## config.mk

```make
export PLATFORM = sky130hd
export DESIGN_NAME = fir_stream_ctrl
export DESIGN_NICKNAME = d
export VERILOG_FILES = /design/src/rtl/fir_stream_ctrl.sv
export SDC_FILE = /design/constraint.sdc
export NUM_CORES = 1
export LEC_CHECK = 0
export ABC_AREA = 1
export ABC_CLOCK_PERIOD_IN_PS = 1690
export CAP_MARGIN = 25
export CORE_MARGIN = 2
export CORE_UTILIZATION = 35
export CTS_CLUSTER_DIAMETER = 60
export DETAILED_ROUTE_END_ITERATION = 6
export PLACE_DENSITY_LB_ADDON = 0.3
export SLEW_MARGIN = 10
export SYNTH_ARGS = -nofsm -noshare
export SYNTH_HDL_FRONTEND = slang
export SYNTH_SLANG_ARGS = --single-unit
```

## constraint.sdc

```tcl
create_clock -name clk -period 1.69 [get_ports clk]
set_input_delay 0.169 -clock clk [delete_from_list [all_inputs] [get_ports clk]]
set_output_delay 0.169 -clock clk [all_outputs]
set_load 0.01 [all_outputs]
```

## src/rtl/fir_stream_ctrl.sv

```systemverilog
// fir_stream_ctrl
//
// Wraps a free-running FIR pipeline that has no flow control of its own and
// gives it a valid/ready stream on both sides. Each accepted input sample
// becomes a one-cycle FIR enable. A valid bit then follows the sample down a
// shadow pipe of LATENCY stages. When the bit reaches the end of the pipe, the
// FIR output is captured into a show-ahead FIFO.
//
// Admission is credit based: a sample is only accepted if the FIFO has room
// for it, counting every sample still inside the FIR. Downstream backpressure
// therefore stalls the input side and never drops a sample that is already in
// the FIR.
//
// A clear (or reset release) holds the FIR synchronous reset for one cycle.
// It also discards every in-flight and buffered result, and restarts the
// warm-up tracking.
//
// State table (FIR reset sequencer):
//   state   | meaning
//   --------+----------------------------------------------------------
//   ST_SRST | FIR i_srst asserted; no samples accepted this cycle
//   ST_RUN  | normal streaming
//
// Ports:
//   clk          clock, rising edge
//   i_rst        asynchronous active-high reset
//   i_s_valid    input sample valid
//   o_s_ready    input sample accepted this cycle
//   i_s_data     input sample
//   i_clear      synchronous clear command (pulse or level)
//   o_fir_en     FIR i_en
//   o_fir_srst   FIR i_srst
//   o_fir_data   FIR i_data (combinational passthrough of i_s_data)
//   i_fir_data   FIR o_data
//   o_m_valid    output sample valid
//   i_m_ready    downstream ready
//   o_m_data     filtered sample
//   o_m_warm     sample produced during the FIR warm-up window
//   o_busy       samples in flight or buffered

module fir_stream_ctrl #(
  parameter int WW_INPUT   = 8,
  parameter int WW_OUTPUT  = 8,
  parameter int LATENCY    = 3,
  parameter int NUM_TAPS   = 15,
  parameter int FIFO_DEPTH = 8
) (
  input  logic                 clk,
  input  logic                 i_rst,
  input  logic                 i_s_valid,
  output logic                 o_s_ready,
  input  logic [WW_INPUT-1:0]  i_s_data,
  input  logic                 i_clear,
  output logic                 o_fir_en,
  output logic                 o_fir_srst,
  output logic [WW_INPUT-1:0]  o_fir_data,
  input  logic [WW_OUTPUT-1:0] i_fir_data,
  output logic                 o_m_valid,
  input  logic                 i_m_ready,
  output logic [WW_OUTPUT-1:0] o_m_data,
  output logic                 o_m_warm,
  output logic                 o_busy
);

  localparam int PTR_W = (FIFO_DEPTH > 1) ? $clog2(FIFO_DEPTH) : 1;
  localparam int CNT_W = PTR_W + 1;
  localparam int ACC_W = (NUM_TAPS > 2) ? $clog2(NUM_TAPS) : 1;

  localparam logic [ACC_W-1:0] WARM_LIMIT = ACC_W'(NUM_TAPS - 1);
  localparam logic [CNT_W:0]   DEPTH_LIM  = (CNT_W + 1)'(FIFO_DEPTH);
  localparam logic [CNT_W-1:0] FULL_CNT   = CNT_W'(FIFO_DEPTH);

  // ---------------------------------------------------------------------------
  // FIR reset sequencer
  // ---------------------------------------------------------------------------
  typedef enum logic {
    ST_SRST = 1'b0,
    ST_RUN  = 1'b1
  } state_t;

  state_t state_q;
  state_t state_d;
  logic   srst_q;

  always_ff @(posedge clk or posedge i_rst) begin
    if (i_rst) begin
      state_q <= ST_SRST;
    end else begin
      state_q <= state_d;
    end
  end

  // A clear seen at an edge puts the FIR into reset for the following cycle.
  // The first edge without a clear releases it.
  always_comb begin
    state_d = ST_RUN;
    if (i_clear) begin
      state_d = ST_SRST;
    end
  end

  assign srst_q     = (state_q == ST_SRST);
  assign o_fir_srst = srst_q;

  // ---------------------------------------------------------------------------
  // Handshake and credit admission
  // ---------------------------------------------------------------------------
  logic [LATENCY:1]   vld;
  logic [LATENCY:1]   warm_pipe;
  logic [CNT_W-1:0]   inflight;
  logic [CNT_W-1:0]   fifo_count;
  logic [CNT_W:0]     credit_used;
  logic               fire;
  logic               push;
  logic               pop;

  always_comb begin
    inflight = '0;
    for (int i = 1; i <= LATENCY; i++) begin
      inflight = inflight + CNT_W'(vld[i]);
    end
  end

  // Every sample inside the FIR already owns a FIFO slot, so a stalled
  // consumer can never cause a capture into a full FIFO.
  assign credit_used = {1'b0, fifo_count} + {1'b0, inflight};
  assign o_s_ready   = ~i_clear & ~srst_q & (credit_used < DEPTH_LIM);
  assign fire        = i_s_valid & o_s_ready;
  assign o_fir_en    = fire;
  assign o_fir_data  = i_s_data;

  // ---------------------------------------------------------------------------
  // Warm-up counter: saturates once the FIR tap line has been filled
  // ---------------------------------------------------------------------------
  logic [ACC_W-1:0] acc_cnt;

  always_ff @(posedge clk or posedge i_rst) begin
    if (i_rst) begin
      acc_cnt <= '0;
    end else if (i_clear) begin
      acc_cnt <= '0;
    end else if (fire && (acc_cnt != WARM_LIMIT)) begin
      acc_cnt <= acc_cnt + ACC_W'(1);
    end
  end

  // ---------------------------------------------------------------------------
  // Shadow valid pipe, aligned with the FIR pipeline stages
  // ---------------------------------------------------------------------------
  always_ff @(posedge clk or posedge i_rst) begin
    if (i_rst) begin
      vld       <= '0;
      warm_pipe <= '0;
    end else if (i_clear) begin
      // Dropping the valid bits is what keeps stale FIR contents from ever
      // being captured after a clear.
      vld       <= '0;
      warm_pipe <= '0;
    end else begin
      vld[1]       <= fire;
      warm_pipe[1] <= (acc_cnt < WARM_LIMIT);
      for (int i = 2; i <= LATENCY; i++) begin
        vld[i]       <= vld[i-1];
        warm_pipe[i] <= warm_pipe[i-1];
      end
    end
  end

  // ---------------------------------------------------------------------------
  // Output FIFO (show-ahead)
  // ---------------------------------------------------------------------------
  logic [WW_OUTPUT:0] mem [FIFO_DEPTH];
  logic [PTR_W-1:0]   wr_ptr;
  logic [PTR_W-1:0]   rd_ptr;
  logic [WW_OUTPUT:0] head;

  assign o_m_valid = (fifo_count != '0);
  assign push      = vld[LATENCY] & ~i_clear;
  assign pop       = o_m_valid & i_m_ready & ~i_clear;

  always_ff @(posedge clk) begin
    if (push) begin
      mem[wr_ptr] <= {warm_pipe[LATENCY], i_fir_data};
    end
  end

  always_ff @(posedge clk or posedge i_rst) begin
    if (i_rst) begin
      wr_ptr     <= '0;
      rd_ptr     <= '0;
      fifo_count <= '0;
    end else if (i_clear) begin
      wr_ptr     <= '0;
      rd_ptr     <= '0;
      fifo_count <= '0;
    end else begin
      if (push) begin
        wr_ptr <= wr_ptr + PTR_W'(1);
      end
      if (pop) begin
        rd_ptr <= rd_ptr + PTR_W'(1);
      end
      unique case ({push, pop})
        2'b10:   fifo_count <= fifo_count + CNT_W'(1);
        2'b01:   fifo_count <= fifo_count - CNT_W'(1);
        default: fifo_count <= fifo_count;
      endcase
    end
  end

  assign head     = mem[rd_ptr];
  assign o_m_data = head[WW_OUTPUT-1:0];
  assign o_m_warm = head[WW_OUTPUT];
  assign o_busy   = (inflight != '0) | (fifo_count != '0);

  // The credit scheme must never let a capture land on a full FIFO.
  a_no_push_when_full: assert property (
    @(posedge clk) disable iff (i_rst) !(push && (fifo_count == FULL_CNT))
  );

endmodule

```

=== Word level (Yosys, flattened, before mapping) ===
Memories as Yosys holds them, arrays and structs flattened.
Cells that the tools add are included.

* Bits in writable memories: 72
* Output and inout bits: 22
* Input bits: 21
* Memories: 1
* Register bits after elaboration: 21
* Logic and storage cells: 50

{| class="wikitable"
|+ Memories
! name !! words !! bits a word !! read ports !! clocked after Yosys merged registers in !! wr ports !! line !! source
|-
| mem || 8 || 9 || 1 || 0 || 1 || 172 || <nowiki>logic [WW_OUTPUT:0] mem [FIFO_DEPTH];</nowiki>
|}

* Mux-type cells: 13
* Order comparisons: 2
* Bitwise operators: 9
* Eq/ne operators: 3
* $add $sub $neg: 8
* Reductions and logical operators: 7

{| class="wikitable"
|+ Operators with widths
! cell !! count
|-
| 3-bit two-way mux || 6
|-
| 4-bit two-way mux || 3
|-
| 4-bit by 1-bit adder with 4-bit output (second input constant) || 2
|-
| 4-bit case mux with 2 select lines || 1
|-
| 4-bit nonzero test || 2
|-
| 3-bit by 1-bit adder with 3-bit output (second input constant) || 2
|-
| 1-bit AND || 6
|-
| 2-bit nonzero test || 3
|-
| 4-bit by 3-bit adder with 5-bit output || 1
|-
| 5-bit by 4-bit less-than comparator with 1-bit output (second input constant) || 1
|-
| 4-bit less-than comparator (second input constant) || 1
|-
| 4-bit != test (second input constant) || 1
|-
| 4-bit by 1-bit subtractor with 4-bit output (second input constant) || 1
|-
| 2-bit by 1-bit adder with 3-bit output || 1
|-
| 1-bit two-way mux || 3
|-
| 3-bit nonzero test || 1
|-
| 1-bit by 1-bit adder with 2-bit output || 1
|-
| 2-bit by 1-bit == test with 1-bit output (second input constant) || 1
|-
| 2-bit == test (second input constant) || 1
|-
| 1-bit NOT || 2
|-
| 1-bit logical AND || 1
|-
| 1-bit bitwise OR || 1
|}

=== Logic depth before layout (Yosys ltp) ===
* Depth in word-level cells: 9
* Mapped depth: 13
* Depth with buffers taken out: 13

=== Worst setup path after synthesis ===
OpenSTA, ideal clock, no wires.

* Path kind: register to register
* Start: register fifo_count[1]
* End: register fifo_count[3]
* Buffers on the path: 0
* Arrival: 1620 ps
* Data required time: 1574 ps
* Cell stages (with the launch flop): 13
* Period minus slack after synthesis: 1737 ps
* Slack: -47 ps
* Setup time: 116 ps
* Cell sequence: dfrtp_1 -> nor2_1 -> nand2_4 -> nand3_1 -> inv_1 -> ha_1 -> a21o_1 -> nand2_1 -> nand2_1 -> nand3_1 -> nand2_1 -> nand2_1 -> nand2_1

* Word-level cells in the longest chain between the ends: 6
* Elaborated cells between the ends (all ways): 10
* Those cells by class: add/sub: 2; eq/ne: 2; mux: 2; bitwise: 2; reduce/logical: 2

{| class="wikitable"
|+ RTL lines
! element !! line !! source
|-
| from (decl) || 111 || <nowiki>logic [CNT_W-1:0] fifo_count;</nowiki>
|-
| from (signal assigned) || 204 || <nowiki>2'b10: fifo_count <= fifo_count + CNT_W'(1);</nowiki>
|-
| from (signal assigned) || 205 || <nowiki>2'b01: fifo_count <= fifo_count - CNT_W'(1);</nowiki>
|-
| from (signal assigned) || 206 || <nowiki>default: fifo_count <= fifo_count;</nowiki>
|-
| 4-bit nonzero test (*) || 177 || <nowiki>assign o_m_valid = (fifo_count != '0);</nowiki>
|-
| net o_m_valid || 58 || <nowiki>output logic o_m_valid,</nowiki>
|-
| 1-bit AND (*) (2 in series) || 179 || <nowiki>assign pop = o_m_valid & i_m_ready & ~i_clear;</nowiki>
|-
| 2-bit by 1-bit == test with 1-bit output or 2-bit == test (tied branches) || 203 || <nowiki>unique case ({push, pop})</nowiki>
|-
| 4-bit case mux with 2 select lines || 203 ||
|-
| 4-bit two-way mux || 192 || <nowiki>end else if (i_clear) begin</nowiki>
|}

Mark *: on every way through the listed nets, which the timed path passes. The rest lies on a longest branch.
A chain may end at the register's enable or synchronous reset.

=== Worst setup path after layout ===
* Start: register vld[1] (netlist bit)
* End: output o_fir_en

* Word-level cells in the longest chain between the ends: 6

{| class="wikitable"
|+ RTL lines
! element !! line !! source
|-
| from (decl) || 108 || <nowiki>logic [LATENCY:1] vld;</nowiki>
|-
| from (signal, indexed assignment) || 163 || <nowiki>vld[i] <= vld[i-1];</nowiki>
|-
| 1-bit by 1-bit adder with 2-bit output || 120 || <nowiki>inflight = inflight + CNT_W'(vld[i]);</nowiki>
|-
| 2-bit by 1-bit adder with 3-bit output || 120 ||
|-
| 4-bit by 3-bit adder with 5-bit output || 126 || <nowiki>assign credit_used = {1'b0, fifo_count} + {1'b0, inflight};</nowiki>
|-
| 5-bit by 4-bit less-than comparator with 1-bit output || 127 || <nowiki>assign o_s_ready = ~i_clear & ~srst_q & (credit_used < DEPTH_LIM);</nowiki>
|-
| 1-bit AND || 127 ||
|-
| 1-bit AND || 128 || <nowiki>assign fire = i_s_valid & o_s_ready;</nowiki>
|-
| to (decl) || 54 || <nowiki>output logic o_fir_en,</nowiki>
|}

No other way between the ends.

==> results.ini <==
[status]
status=finished with violations
failed_checks=setup timing

[cts]
cts_buffers=9
cts_hold_buf=0
clock_latency_ps=340
cts_sinks=93
clkTransAtPathRegs_ps=70
h-tree-depth=3
tritoncts=done
cts_root_buf=clkbuf_16
cts_buffer_depth=2

[global_routing]
grt_pass1_wl_mm=13.8
grt.total_usage=0.142
grt_max_degree=39
antenna_found_initial=0
grt_pass1_vias=2767
grt.overflow.total=0

[die]
die_h_um=112
die_width_um=112
row_count=39
start_util=0.357
pin_count=43
dieArea_mm2=0.0125
core_mm2=0.0114

[power_and_ir_drop]
p_switching_mw=2.11
clockPowerShare=0.292
p_seq_frac=0.375
p_comb_frac=0.334
intPower_mw=4.90
cellLeakagePower_nw=2.08
swShare=0.301
power_mw=7.01
power_density_mw_per_mm2=1330
ir_worst_vdd_mv=0.888

[place]
io_buffers=26
post_dp_cell_area_mm2=0.00474
dp_slack_ps=-444
place_inst=534
hpwl_mm=5.60
place.gp.congestion=0.750

[worst_setup_path]
setup.worst_path.start=vld[1]
rr_startpoint=vld[1]
rr_endpoint=acc_cnt[3]
end_kind=output port
crit_type=register to output port
path_max_fanout=2
cp.required_ps=1520
reg2reg_slack_ps=-160
rr_worst_depth=10
cp-start-kind=register
crit_arrival_ps=1950

[timing]
setup_ws_ps=-430
drv_slew=0
grt_setup_unrepaired=yes
period_share=1.25
finalSetupTns_ps=-2610
setup_viol=20
max_slew_margin=0.707
fin_crit_ps=2120
hold_viol=0
worstMarginPinSlew_ps=438
clock.fmax_mhz=472
skew_ps=7.85

[routing]
vias=2667
drc_errors=0
dr.pass1.iters=4
routed_wl_mm=8.42
vias_per_cell=4.76
ant_nets=0
avgRoutedWirePerCell_um=15.0
drt_iter0_markers=149

[layout]
final_area_mm2=0.00529
antennaDiodeCount=0
layout.cells.non_filler=560
area_delta_synth_final_pct=29.6
drive_above_1_share=0.312
fin_nets=442

[min_path]
holdCritPathClass=primary input to asynchronous set/reset pin

[logic_synthesis]
yosysUniqueCellTypes=32
postSynthCellCount=341
syn_area_mm2=0.00408
synth_flop_cell=edfxtp_1
synthArstFlopShare=0.226
avgSynthCellArea_um2=12.0
synth_edf_count=72
seq_area_frac_synth=0.658
ys_warn_count=0
synth-seq-cells=93
synth_fp_nets=371

[job]
cap_violations=0

-- cell type report --
cell class / instances / area [um^2]
Clock buffer: 9 / 225
Fill cell: 1068 / 6130
Clock inverter: 7 / 78.8
Sequential cell: 93 / 2690
Tap cell: 143 / 179
Timing Repair Buffer: 81 / 724
Multi-Input combinational cell: 202 / 1290
Inverter: 25 / 104
-- registers in the layout (all words and copies together) (netlist names) --
signal and cells:
fifo_count 4, acc_cnt 4, mem 72, warm_pipe 3, rd_ptr 3, state_q 1, wr_ptr 3, vld 3
-- critical path: stages, from the launching register on --
cell,delay (ps)
dfrtp_1,400
fa_2,430
ha_4,290
nand2_4,40
o21ai_4,130
inv_2,50
and3_1,130
buf_2,130
-- power by group through the flow --
stage | clock network, mW | registers (mW) | logic (mW)
finish | 2.04 | 2.63 | 2.34
global route | 2.19 | 2.64 | 2.59
CTS | 2.09 | 2.63 | 2.25
detailed placement | 0 | 2.66 | 1.98
global placement | 0 | 2.66 | 1.95
floorplan | 0 | 2.69 | 1.14
-- routing by layer --
| layer | vias to the layer above | global-route usage | part of all wire |
|---|---|---|---|
| met2 | 45 | 0.241 | 0.50 |
| li1 | 1324 | - | - |
| met1 | 1288 | 0.178 | 0.45 |
| met5 | - | 0 | 0 |
| met3 | 10 | 0.0370 | 0.038 |
| met4 | 0 | 0.0463 | 0.016 |
-- cell families after synthesis --
| kind of cell | synth area share |
|---|---|
| muxes | 0.0441 |
| AOI/OAI and AO/OA | 0.0671 |
| DFF | 0.658 |
| adders and majority gates | 0.0313 |
| xor gates and xnor gates | 0.00644 |
| buffers and inverters | 0.0628 |
| and+or+nand+nor | 0.130 |
-- worst max-delay path by stage --
| stage | to | slack [ps] |
|---|---|---|
| 3_3_place_gp | o_fir_en | -420 |
| 3_5_place_dp | o_fir_en | -440 |
| 2_1_floorplan | acc_cnt[3] | -10 |
| 5_1_grt | o_fir_en | -500 |
| 6_report | o_fir_en | -430 |
| 4_1_cts | o_fir_en | -440 |
-- cells in the mapped netlist (2+ instances only) --
| cell | instances | share of area |
|---|---|---|
| and3_1 | 2 | 0.0031 |
| buf_2 | 5 | 0.0061 |
| buf_4 | 9 | 0.017 |
| buf_6 | 3 | 0.0083 |
| clkbuf_1 | 3 | 0.0028 |
| dfrtp_1 | 21 | 0.13 |
| edfxtp_1 | 72 | 0.53 |
| fa_1 | 2 | 0.0098 |
| ha_1 | 7 | 0.021 |
| inv_1 | 22 | 0.020 |
| inv_2 | 2 | 0.0018 |
| mux2i_1 | 18 | 0.044 |
| nand2_1 | 62 | 0.057 |
| nand2_2 | 3 | 0.0046 |
| nand3_1 | 12 | 0.015 |
| nor2_1 | 35 | 0.032 |
| nor2_2 | 3 | 0.0046 |
| nor3_1 | 2 | 0.0025 |
| o21ai_0 | 21 | 0.026 |
| o21ai_1 | 7 | 0.0086 |
| o22ai_1 | 18 | 0.028 |
| xnor2_1 | 2 | 0.0043 |
-- cells in the final DEF, fill, tap and decap left out, types with 3 or more instances in the layout --
cell type / Yosys / final
o22ai_1: 18 / 15
o21ai_0: 21 / 12
edfxtp_1: 72 / 72
o22ai_2: 0 / 3
nor2_2: 3 / 11
inv_6: 0 / 3
buf_2: 5 / 10
nand2_2: 3 / 6
buf_8: 0 / 6
o21ai_1: 7 / 12
nor2_1: 35 / 24
nor2_4: 0 / 3
o21ai_2: 1 / 4
dfrtp_1: 21 / 19
nand2_1: 62 / 58
buf_4: 9 / 39
inv_1: 22 / 21
clkdlybuf4s50_1: 0 / 13
nand3_2: 0 / 3
ha_1: 7 / 6
mux2i_1: 18 / 13
nand3_1: 12 / 9
buf_6: 3 / 10
mux2i_2: 0 / 5
clkbuf_16: 0 / 9
-- per-stage QoR --
step | hold WS, ps | util
finish | 172 | 0.463
global route | 202 | 0.463
CTS | 189 | 0.454
detailed placement | 338 | 0.415
global placement | 338 | 0.415
floorplan | 145 | -
-- timing repair --
action | CTS | global route
setup buffers | 12 | 4
endpoints found under the setup margin | 21 | 60
resized for setup | 87 | 40
pin swaps | 18 | 25
Note: power is estimated with default switching activity, not from simulation.
==> RTL edit 1 (same settings) <==
Change the parameter `WW_OUTPUT` from 8 to 10.
--- a/src/rtl/fir_stream_ctrl.sv
+++ b/src/rtl/fir_stream_ctrl.sv
@@ -40,7 +40,7 @@
 
 module fir_stream_ctrl #(
   parameter int WW_INPUT   = 8,
-  parameter int WW_OUTPUT  = 8,
+  parameter int WW_OUTPUT  = 10,
   parameter int LATENCY    = 3,
   parameter int NUM_TAPS   = 15,
   parameter int FIFO_DEPTH = 8
Ports: changed (resized i_fir_data and o_m_data); port bits go from 43 to 47. The function was not compared with the original's and may differ.
==> RTL edit 1 against the unedited design <==
  * The run still ends with negative setup slack left
  * Global-route usage increased by 0.45 points
  * Worst setup slack better by 0.0065 ns
  * Hold slack got worse by 0.0054 ns
  * Sequential cell count increased by 16
  * Non-clock buffer count is 18 higher
  * Total power increased by 16%
  * Wire length rose by 22%
  * Area after synthesis rose by 15%
  * Cell area grew 18%
  * Largest power group is now combinational cells
==> RTL edit 1: results (changes against the unedited design) <==
| Metric | Value |
|---|---|
| Status | finished with violations |
| Failing checks | negative setup slack |
| Flop pwr share | 0.377 (+0.002) |
| Mux cell area share after synthesis | 0.0234 (-0.0207) |
| Multi-input gate share of total cell area | 0.241 (-0.00234) |
| Worst slew margin | 0.798 (+0.0909) |
| Pleak | 2.39 nW (+15%) |
| Met2 WL | 5260 µm (+25%) |
| Xor-xnor portion of the synthesized cell area | 0.00559 (-0.000847) |
| Clock latency on the worst-skew pair | 0.36 ns (+0.02 ns) |
| Nets@finish | 511 (+16%) |
| Compound-cell area share of the yosys netlist | 0.0740 (+0.00688) |
| Adder-cell share of the synthesized area | 0.0272 (-0.00411) |
| Vias in the first global route | 3,062 (+11%) |
| Final worst slack | -0.423 ns (+0.00648 ns) |
| Grt met1 use | 0.185 (+0.00714) |
| Sw Ratio | 0.312 (+0.0109) |
| Post-route cell area | 0.00622 mm² (+18%) |
| Clk cell area share | 0.0446 (-0.0128) |
| Post-DP HPWL | 6580 µm (+17%) |
| Comb_multi_in | 235 (+16%) |
| Clock buffers | 11 (+2) |
| First-pass GRT wire length | 15,900 µm (+15%) |
| Non-clk bufs | 99 (+22%) |
| Net Sw Power | 0.00254 W (+20%) |
| GR Layer Usage met2 | 0.244 (+0.00276) |
| Total track usage | 0.146 (+0.00452) |
| Clock Power Share | 0.244 (-0.048) |
| Metal1 wirelength | 4370 µm (+16%) |
| Grt met3 use | 0.0409 (+0.00386) |
| Critical R2R Capture | acc_cnt[2] |
| Starting DRT DRC Count | 205 (+38%) |
| Worst ir drop on vdd | 0.765 mV (-14%) |
| DP Cell Count | 627 (+17%) |
| Sequential share of cell area | 0.509 (+0.000853) |
| WL/cell | 15.6 µm (+3.6%) |
| Synth top cells by count | edfxtp_1, nand2_1, nor2_1 |
| Max Clock Skew | 0.0116 ns (+0.00372 ns) |
| Mapped Cells | 394 (+16%) |
| DR WL met3 | 543 µm (+69%) |
| Largest registers | mem: 88 flops, acc_cnt: 4 flops, fifo_count: 4 flops |
| Clock sink total | 109 (+17%) |
| Top cells by area, synth | edfxtp_1, dfrtp_1, nand2_1, nor2_1, o21ai_0 |
| Largest net degree at the start of global routing | 29 (-26%) |
| Fillers | 1,188 (+11%) |
| Area of the die | 0.0144 mm² (+15%) |
| Placed Area | 0.00552 mm² (+16%) |
| EDFF count, synth | 88 (+22%) |
| Setup-failing EPs final | 19 (-5.0%) |
| Via-to-Cell Ratio | 4.70 (-1.3%) |
| Distinct cells, synth | 34 (+6.3%) |
| Port bufs | 30 (+15%) |
| Pre-CTS WS | -0.412 ns (+0.0321 ns) |
| Ys async rst share | 0.193 (-0.0331) |
| Layout cells sized above 1 | 0.324 (+0.0126) |
| Fin Setup TNS | -3.25 ns (-0.644 ns) |
| GPL Wtd Cong | 0.764 (+1.8%) |
| Seq/Total Area, Yosys | 0.674 (+0.0156) |
RTL edit 1: changes by cell type after synthesis, sizes merged, moves of 3 or more:
| cell | change |
|---|---|
| buf | +4 |
| edfxtp | +16 |
| mux2i | -7 |
| nand2 | +3 |
| nor2 | +27 |
| o21ai | +4 |
| o22ai | -7 |
| o32ai | +11 |
RTL edit 1: logic make-up after synthesis:
logic type | Yosys count
buffers and inverters | 50
XOR/XNOR | 3
AO/OA/AOI/OAI | 58
adder cells (fa/ha/maj) | 9
AND/OR/NAND/NOR | 154
flip-flops | 109
multiplexers | 11
RTL edit 1: worst max-delay path, stage by stage, from the launching register on:
cell	delay (ns)
dfrtp_1	0.40
fa_2	0.42
ha_4	0.28
inv_2	0.03
o21ai_2	0.12
nand2_1	0.08
and3_1	0.14
buf_2	0.13
RTL edit 1: timing repair:
action / CTS / global route
gates cloned: 1 / 4
pin swaps: 26 / 27
setup buffers: 9 / 4
hold buffers: 0 / 0
endpoints found under the setup margin: 22 / 66
resized for setup: 89 / 54
==> RTL edit 2 (same flow settings) <==
Made on the original files. Reset style: synchronous (`i_rst`), changed in 4 clocked blocks. Comments in the files are not updated.
--- a/src/rtl/fir_stream_ctrl.sv
+++ b/src/rtl/fir_stream_ctrl.sv
@@ -82,7 +82,7 @@
   state_t state_d;
   logic   srst_q;
 
-  always_ff @(posedge clk or posedge i_rst) begin
+  always_ff @(posedge clk) begin
     if (i_rst) begin
       state_q <= ST_SRST;
     end else begin
@@ -134,7 +134,7 @@
   // ---------------------------------------------------------------------------
   logic [ACC_W-1:0] acc_cnt;
 
-  always_ff @(posedge clk or posedge i_rst) begin
+  always_ff @(posedge clk) begin
     if (i_rst) begin
       acc_cnt <= '0;
     end else if (i_clear) begin
@@ -147,7 +147,7 @@
   // ---------------------------------------------------------------------------
   // Shadow valid pipe, aligned with the FIR pipeline stages
   // ---------------------------------------------------------------------------
-  always_ff @(posedge clk or posedge i_rst) begin
+  always_ff @(posedge clk) begin
     if (i_rst) begin
       vld       <= '0;
       warm_pipe <= '0;
@@ -184,7 +184,7 @@
     end
   end
 
-  always_ff @(posedge clk or posedge i_rst) begin
+  always_ff @(posedge clk) begin
     if (i_rst) begin
       wr_ptr     <= '0;
       rd_ptr     <= '0;
Formal check against the unedited RTL: differs if i_rst is asserted again (counterexample within 4 cycles, from zero or initial values and one cycle with i_rst high); with i_rst held inactive, the same outputs for 10 cycles.
==> RTL edit 2 against the unedited design <==
  * Area after synthesis is 0.25% lower
  * Sequential cell count increased by 3
  * Worst setup slack improved by 0.085 ns
  * Sequential share of layout area fell by 2.8 points
  * Critical path depth unchanged
  * Via count increased by 6.4%
  * Cell area grew 4.5%
  * Die area down 0.23%
  * Synthesized cell count increased by 2.6%
  * The run still ends with negative setup slack left
  * Largest cell class unchanged
  * Wire length grew 6.5%
Power is not compared: it rests on default switching activity, and its combinational part moved more than twofold at a synthesized area within 25%.
==> RTL edit 2: results (changes against the unedited design) <==
| Metric | Value |
|---|---|
| Status | finished with violations |
| Failing checks | negative setup slack |
| Seq/Total Area, Yosys | 0.649 (-0.00944) |
| GPL Wtd Cong | 0.796 (+6.0%) |
| Post-DP HPWL | 5250 µm (-6.3%) |
| Synth Warn # | 0 (unchanged) |
| GR Layer Usage met2 | 0.254 (+0.0133) |
| Antenna cells | 0 (unchanged) |
| Via Count | 2,839 (+6.4%) |
| First-pass GRT wire length | 14,300 µm (+3.4%) |
| Ys async rst share | 0 (-0.226) |
| Layout cells sized above 1 | 0.359 (+0.0473) |
| CTS Buf Count | 9 (unchanged) |
| Largest net degree at the start of global routing | 37 (-5.1%) |
| Final ANT Viol Nets | 0 (unchanged) |
| Synth top cells by count | edfxtp_1, nand2_1, nor2_1 |
| Initial antenna violation count | 0 (unchanged) |
| Met2 WL | 4570 µm (+8.7%) |
| Setup-failing EPs final | 17 (-15%) |
| Crit-path slowest cell | fa_2 |
| Net Sw Power | 0.000969 W |
| CP arrival | 1.87 ns (-0.08 ns) |
| Pre-CTS WS | -0.443 ns (+0.000412 ns) |
| DP Cell Count | 541 (+1.3%) |
| H-Tree Depth | 3 (unchanged) |
| Distinct cells, synth | 31 (-3.1%) |
| #FFs+latches synth | 96 (+3.2%) |
| Mux cell area share after synthesis | 0.0443 (+0.000109) |
| Nets@finish | 466 (+5.4%) |
| Largest registers | mem: 72 flops, acc_cnt: 4 flops, fifo_count: 4 flops |
| Starting DRT DRC Count | 109 (-27%) |
| Max Clock Skew | 0.00587 ns (-0.00198 ns) |
| WL/cell | 15.4 µm (+2.3%) |
| Clock root buffer | clkbuf_16 |
| Max stage delay on crit path | 0.40 ns (-0.03 ns) |
| Post-synthesis average cell area | 11.6 µm² (-2.8%) |
| Top cells by area, synth | edfxtp_1, dfxtp_1, nand2_1, mux2i_1, nor2_1 |
| Total wire length | 8960 µm (+6.5%) |
| Grt met3 use | 0.0403 (+0.00327) |
| Adder-cell share of the synthesized area | 0.0344 (+0.00315) |
| DR WL met3 | 496 µm (+54%) |
| Hold crit path type | in2out |
| Slew @ Worst Pin | 0.366 ns (-0.0723 ns) |
| Compound-cell area share of the yosys netlist | 0.0750 (+0.00785) |
| Fillers | 1,018 (-4.7%) |
| Initial DRT Pass Iterations | 5 (+1) |
| CP delay by family, top | adder cells |
| Crit-path max FO | 2 (unchanged) |
| Xor-xnor portion of the synthesized cell area | 0.00860 (+0.00217) |
| Grt met1 use | 0.174 (-0.00356) |
| Syn Nets | 381 (+2.7%) |
| Final worst slack | -0.345 ns (+0.0852 ns) |
| Clock Pin Slew Worst Setup and Hold Paths | 0.07 ns (about the same) |
| Total track usage | 0.148 (+0.00665) |
| Metal1 wirelength | 3660 µm (-2.6%) |
[RTL edit 2: changes by cell type after synthesis, moves of 3 or more]
cell     unedited run  this run
nand2_2             3         0
nor2_1             35        41
o21ai_1             7         2
a21oi_1             1        12
nand2_1            62        59
nand3_1            12         3
dfrtp_1            21         0
inv_1              22        29
dfxtp_1             0        24
[RTL edit 2: power groups by stage]
stage               logic [W]  clock network [W]  registers [W]
global route         0.000112            0.00206        0.00253
finish               0.000101            0.00194        0.00253
CTS                 0.0000979            0.00197        0.00253
detailed placement  0.0000944                  0        0.00258
global placement    0.0000914                  0        0.00258
floorplan           0.0000420                  0        0.00258
[RTL edit 2: what timing repair did]
action	CTS	global route
gates resized for setup	92	49
cloned	4	1
setup buffers	21	9
endpoints found under the setup margin	33	57
pin swaps	21	38
[RTL edit 2: final cells by class]
cell class / instances / share of cell area
inverter: 34 / 0.0269
clock inverter: 6 / 0.00950
tap: 143 / 0.0323
timing repair inverter: 2 / 0.00498
multi-input combinational: 201 / 0.245
clock buffer: 10 / 0.0414
sequential: 96 / 0.481
timing repair buffer: 91 / 0.159
[RTL edit 2: per-stage QoR]
| stage | area (µm²) | setup TNS (ns) |
|---|---|---|
| detailed placement | 4750 | -12.02 |
| global route | 5530 | -4.23 |
| global placement | 4750 | -10.65 |
| floorplan | 4110 | 0 |
| finish | 5530 | -2.82 |
| CTS | 5320 | -2.95 |
[RTL edit 2: path summary, 6_finish.rpt]
kind	from	end	slack, ns	cells past startpoint
setup / recovery	vld[1]	o_s_ready	-0.34	7
hold / removal	i_s_data[7]	o_fir_data[7]	0.34	0
setup reg to reg	vld[1]	acc_cnt[0]	-0.24	12
hold reg to reg	warm_pipe[1]	warm_pipe[2]	0.41	2
